### src/rtl/redmule_mem_sched.sv
// redmule_mem_sched: round-robin burst scheduler that hands the streamer port to one requester per burst.
// Define REDMULE_SCHED_WPRIO_EN to give the W load priority with bounded starvation of the others.
module redmule_mem_sched #(
  parameter int unsigned NUM_REQ  = 4,
  parameter int unsigned LEN_W    = 8,
  parameter int unsigned MAX_SKIP = 3,
  localparam int unsigned SEL_W   = (NUM_REQ > 1) ? $clog2(NUM_REQ) : 1
) (
  input  logic                     clk_i,
  input  logic                     rst_ni,
  input  logic                     clear_i,
  input  logic                     enable_i,
  input  logic [NUM_REQ-1:0]       req_i,
  input  logic [NUM_REQ*LEN_W-1:0] len_i,
  output logic [NUM_REQ-1:0]       gnt_o,
  output logic [NUM_REQ-1:0]       done_o,
  output logic                     port_valid_o,
  input  logic                     port_ready_i,
  output logic [SEL_W-1:0]         port_sel_o,
  output logic [LEN_W-1:0]         beat_idx_o,
  output logic                     busy_o
);

  typedef enum logic {S_IDLE, S_BURST} state_t;

  // The skip counter is sized from MAX_SKIP + 1, so keep that sum inside 32 bits.
  if (MAX_SKIP >= 32'h8000_0000) begin : g_max_skip_range
    $error("MAX_SKIP out of range");
  end

  state_t             r_state;
  logic [SEL_W-1:0]   r_last;
  logic [SEL_W-1:0]   r_sel;
  logic [NUM_REQ-1:0] r_gnt;
  logic [LEN_W-1:0]   r_beat;
  logic [LEN_W-1:0]   r_len_m1;
  logic               r_valid;
  logic               r_busy;

  logic [SEL_W-1:0]   w_rr_idx;
  logic               w_rr_found;
  logic [SEL_W-1:0]   w_win;
  logic [LEN_W-1:0]   w_win_len;
  logic [LEN_W-1:0]   w_win_len_m1;
  logic               w_accept;
  logic               w_last;

  // Round-robin candidate: first requester after the previous winner.
  always_comb begin : rr_search
    logic [SEL_W-1:0] v_idx;
    v_idx      = '0;
    w_rr_idx   = r_last;
    w_rr_found = 1'b0;
    for (int unsigned k = 1; k <= NUM_REQ; k++) begin
      v_idx = SEL_W'((32'(r_last) + k) % NUM_REQ);
      if (!w_rr_found && req_i[v_idx]) begin
        w_rr_idx   = v_idx;
        w_rr_found = 1'b1;
      end
    end
  end

`ifdef REDMULE_SCHED_WPRIO_EN
  localparam int unsigned W_IDX  = 1;
  localparam int unsigned SKIP_W = (MAX_SKIP > 0) ? $clog2(MAX_SKIP + 1) : 1;

  logic [SKIP_W-1:0] r_skip;
  logic              w_w_override;

  // W jumps the queue until it has bypassed MAX_SKIP other candidates in a row.
  always_comb begin : w_prio
    w_w_override = req_i[W_IDX] && (w_rr_idx != SEL_W'(W_IDX)) &&
                   (r_skip != SKIP_W'(MAX_SKIP));
    w_win        = w_w_override ? SEL_W'(W_IDX) : w_rr_idx;
  end
`else
  assign w_win = w_rr_idx;
`endif

  always_comb begin : len_mux
    w_win_len = '0;
    for (int unsigned i = 0; i < NUM_REQ; i++) begin
      if (w_win == SEL_W'(i)) begin
        w_win_len = len_i[i*LEN_W +: LEN_W];
      end
    end
    w_win_len_m1 = (w_win_len == '0) ? '0 : w_win_len - LEN_W'(1);
  end

  assign w_accept = r_valid && port_ready_i;
  assign w_last   = (r_beat == r_len_m1);

  // Burst completion is reported in the cycle the last beat is accepted.
  assign done_o       = (w_accept && w_last && !clear_i) ? r_gnt : '0;
  assign gnt_o        = r_gnt;
  assign port_valid_o = r_valid;
  assign port_sel_o   = r_sel;
  assign beat_idx_o   = r_beat;
  assign busy_o       = r_busy;

  always_ff @(posedge clk_i or negedge rst_ni) begin : fsm
    if (!rst_ni) begin
      r_state  <= S_IDLE;
      r_last   <= SEL_W'(NUM_REQ - 1);
      r_sel    <= '0;
      r_gnt    <= '0;
      r_beat   <= '0;
      r_len_m1 <= '0;
      r_valid  <= 1'b0;
      r_busy   <= 1'b0;
`ifdef REDMULE_SCHED_WPRIO_EN
      r_skip   <= '0;
`endif
    end else if (clear_i) begin
      r_state  <= S_IDLE;
      r_last   <= SEL_W'(NUM_REQ - 1);
      r_sel    <= '0;
      r_gnt    <= '0;
      r_beat   <= '0;
      r_valid  <= 1'b0;
      r_busy   <= 1'b0;
`ifdef REDMULE_SCHED_WPRIO_EN
      r_skip   <= '0;
`endif
    end else if (r_state == S_IDLE) begin
      if (enable_i && w_rr_found) begin
        r_state  <= S_BURST;
        r_last   <= w_win;
        r_sel    <= w_win;
        r_gnt    <= NUM_REQ'(1) << w_win;
        r_beat   <= '0;
        r_len_m1 <= w_win_len_m1;
        r_valid  <= 1'b1;
        r_busy   <= 1'b1;
`ifdef REDMULE_SCHED_WPRIO_EN
        r_skip   <= w_w_override ? r_skip + SKIP_W'(1) : '0;
`endif
      end
    end else if (w_accept) begin
      if (w_last) begin
        r_state <= S_IDLE;
        r_sel   <= '0;
        r_gnt   <= '0;
        r_beat  <= '0;
        r_valid <= 1'b0;
        r_busy  <= 1'b0;
      end else begin
        r_beat  <= r_beat + LEN_W'(1);
      end
    end
  end

endmodule

### config.mk
export PLATFORM = sky130hd
export DESIGN_NAME = redmule_mem_sched
export DESIGN_NICKNAME = d
export VERILOG_FILES = /design/src/rtl/redmule_mem_sched.sv
export SDC_FILE = /design/constraint.sdc
export NUM_CORES = 1
export LEC_CHECK = 0
export CAP_MARGIN = 20
export CORE_UTILIZATION = 31
export CTS_CLUSTER_SIZE = 8
export DETAILED_ROUTE_END_ITERATION = 10
export GPL_TIMING_DRIVEN = 0
export PLACE_DENSITY = 0.55
export SYNTH_ARGS = -nofsm -noshare
export SYNTH_HDL_FRONTEND = slang
export SYNTH_SLANG_ARGS = --single-unit
### constraint.sdc
create_clock -name clk_i -period 3.9 [get_ports clk_i]
set_input_delay 0.78 -clock clk_i [delete_from_list [all_inputs] [get_ports clk_i]]
set_output_delay 0.78 -clock clk_i [all_outputs]
set_load 0.005 [all_outputs]
==> results.tsv <==
stage	metric	value	unit
cts	clkLatencyLatePin	0.27	ns
global_route	overflow	0	
route	routed_wirelength	4000	um
critical_path	critPathMaxFanout	10	
sta	min_period	3.48	ns
die	rows	27	
critical_path	slowest_delay	0.52	ns
yosys	syn-num-nets	232	
sta	slew_viol_final	0	
sta	worst_pin_slew	0.696	ns
pwr	p_switching	0.235	mW
pwr	ir_drop	0.128	mV
pwr	pwr-share-clk	21.8	%
cts	cts_buffers	3	
pwr	pwr-share-comb	36.1	%
min_path	hold_class	flop to flop	
pwr	internal-power	0.555	mW
placement	detailed_place_hpwl	3360	um
global_route	first_global_vias	1494	
route	antenna_left	0	
global_route	grt_max_degree	18	
sta	fmax	287	MHz
yosys	ys_ff_latch	26	
sta	whs	0.490	ns
cells_and_area	syn_to_final_growth	43.5	%
cts	cts_buffer_depth	2	
cells_and_area	diodes	0	
critical_path	path_cells	clkdlybuf4s50_1, nor2b_1, a21o_1, a221oi_2, buf_6, mux2_4, ha_1, a21boi_2, or4_1, a31oi_1	
critical_path	cp.buffers_inverters	2	
pwr	power.density	310	nW/um^2
route	drc	0	
yosys	syn_area_per_cell	9.40	um^2
cells_and_area	drive_above_1_share	10.2	%
placement	gp_congestion	0.757	
sta	hold_viol_final	0	
critical_path	cpLargestDelayFamily	compound AO/OA/AOI/OAI gates	
cts	cts_tree	done	
sta	slew_headroom	53.1	%
cells_and_area	nNetsFinal	298	
die	die-area	6040	um^2
critical_path	critPathLaunchType	input pin	
die	die-width	77.7	um
global_route	grt_pass1_wl	6880	um
run	drv_cap	0	
sta	finalSetupViolations	0	
pwr	sw_frac_of_total	29.8	%
cts	cts_resized	0	
sta	finalSetupTns	0	ns
cts	cts_hold_buffers	0	
cts	cts.sinks	26	
route	num_vias	1562	
cts	htree_levels	1	
sta	grt_setup_unrepaired	false	
die	fp.dieH	77.7	um
yosys	syn_inst	189	
pwr	p_leak	1.01	nW
cells_and_area	fillerInstances	565	
pwr	seqPwrFrac	42.1	%
outcome	status	finished clean	
die	core	5510	um^2
route	drt_iter0_markers	46	
yosys	synth_area	1780	um^2
placement	portBuffers	60	
cts	cts_setup_buffers	0	
critical_path	slowest_stage	or4_1	
cts	clk_pin_slew	0.09	ns
route	avgRoutedWirePerCell	12.3	um
yosys	ys_types	45	
route	viasPerCell	4.79	
critical_path	critPathKind	input pin to flop	
global_route	antenna_found_initial	0	
yosys	ys_warn_count	0	
critical_path	end_kind	flop	
cts	cts_root_buf	clkbuf_8	
global_route	grtUsageTotal	14.3	%
die	initial_utilization	32.3	%
yosys	ys_seq_area_share	36.8	%
sta	fin_crit_sh	89.2	%
sta	skew	0.00516	ns
route	firstDrtPassIters	4	
critical_path	arrival	3.67	ns
die	io_pins	61	
critical_path	required	4.09	ns
[kinds of logic after synthesis]
group                    after synthesis  share of synthesized area [%]
buffers and inverters                 11                           3.87
multiplexers                          18                           11.3
XOR/XNOR                              16                           7.89
AO/OA/AOI/OAI                         43                           17.7
AND/OR/NAND/NOR                       73                           21.1
adder cells (fa/ha/maj)                2                           1.41
flip-flops                            26                           36.8
[tightest hold or removal path, delay by kind of cell (launching register included)]
family / cells / cell delay [ns]
AOI/OAI and AO/OA: 1 / 0.06
and+or+nand+nor: 1 / 0.04
DFF: 1 / 0.35
[metal layers]
layer	up-vias	GRT usage [%]	share of wire, %	routed length (um)
li1	819	-	-	-
met1	705	19.1	49	1960
met2	36	24.0	47	1890
met3	2	1.06	2.8	110
met4	0	5.09	0.95	38
met5	-	0	0	0
[sequential cells by signal, indices dropped and copies added, names as in the netlist]
name,count
r_last,2
beat_idx_o,8
r_len_m1,8
busy_o,1
gnt_o,4
port_sel_o,2
r_state,1
[path summary, 6_finish.rpt]
kind	startpoint	endpoint	slack (ns)	depth (start not counted)
setup / recovery	req_i[3]	r_len_m1[7]	0.42	10
setup reg to reg	r_last[0]	r_len_m1[7]	0.88	9
hold reg to reg	port_sel_o[0]	port_sel_o[0]	0.49	2
hold / removal	port_sel_o[0]	port_sel_o[0]	0.49	2
min in group asynchronous	rst_ni	beat_idx_o[2]	0.86	1
max in group asynchronous	rst_ni	r_last[0]	2.49	2
[final cells by class]
| cell class | count | area [um^2] | area share (%) |
|---|---|---|---|
| multi-input combinational | 152 | 1050 | 41.4 |
| timing repair buffer | 61 | 628 | 24.6 |
| sequential | 26 | 653 | 25.6 |
| tap | 72 | 90.1 | 3.53 |
| clock buffer | 4 | 55.1 | 2.16 |
| buffer | 6 | 50.0 | 1.96 |
| inverter | 5 | 18.8 | 0.736 |
[cells in the mapped netlist, drive strengths merged]
library cell / instances / share of area [%]
nand2b: 2 / 0.70
buf: 3 / 2.2
nor3: 1 / 0.28
dfrtp: 24 / 34
or2: 1 / 0.35
nand3: 10 / 2.8
or4: 2 / 0.84
nand2: 18 / 4.2
nand4: 6 / 2.1
clkbuf: 3 / 0.63
xor2: 6 / 3.0
xnor2: 10 / 4.9
mux2i: 14 / 8.6
o21ai: 13 / 3.9
a21boi: 2 / 1.1
a221o: 1 / 0.63
a21o: 1 / 0.42
or3: 4 / 1.7
and3: 2 / 0.70
a211oi: 1 / 0.42
o21ba: 1 / 0.56
a221oi: 1 / 0.84
a32o: 5 / 2.8
nor2: 18 / 3.8
and2: 4 / 1.4
and4: 1 / 0.56
a31oi: 3 / 1.1
a21oi: 7 / 2.2
o21a: 2 / 0.84
nor2b: 4 / 1.5
mux2: 4 / 2.7
a22o: 6 / 3.0
dfstp: 2 / 3.0
ha: 2 / 1.4
inv: 5 / 1.1
[power by group through the flow]
stage	Clock (mW)	Sequential, mW	Combinational (mW)
global route	0.189	0.338	0.317
floorplan	0	0.332	0.189
detailed placement	0	0.339	0.289
finish	0.172	0.333	0.285
global placement	0	0.339	0.285
CTS	0.178	0.334	0.290
[placed cells by master, fill, tap and decap left out, types with 2 or more instances in the layout]
| cell | count |
|---|---|
| dfrtp_1 | 24 |
| nor2_1 | 18 |
| xnor2_1 | 10 |
| mux2i_1 | 13 |
| a21oi_1 | 6 |
| nand3_1 | 10 |
| and3_1 | 2 |
| xor2_1 | 6 |
| dfstp_2 | 2 |
| and2_1 | 4 |
| clkbuf_1 | 3 |
| clkbuf_8 | 4 |
| o21ai_0 | 12 |
| o21a_1 | 2 |
| nand2_1 | 17 |
| or3_1 | 3 |
| ha_1 | 2 |
| nor2b_1 | 3 |
| a22o_1 | 6 |
| a32o_1 | 5 |
| clkdlybuf4s50_1 | 60 |
| nand4_1 | 6 |
| a31oi_1 | 3 |
| mux2_2 | 3 |
| or4_1 | 2 |
| inv_1 | 5 |
| nand2b_1 | 2 |
[stage by stage]
| step | instance area [um^2] | power [mW] | cells | util (%) | setup slack, ns |
|---|---|---|---|---|---|
| global route | 2550 | 0.844 | 326 | 46.3 | 0.315 |
| detailed placement | 2490 | 0.628 | 322 | 45.3 | 0.117 |
| global placement | 2470 | 0.624 | 321 | 44.8 | 0.143 |
| CTS | 2550 | 0.802 | 326 | 46.3 | 0.402 |
| finish | 2550 | 0.790 | 326 | 46.3 | 0.421 |
| floorplan | 1780 | 0.521 | 189 | - | 0.830 |
(Power assumes the default switching activity.)
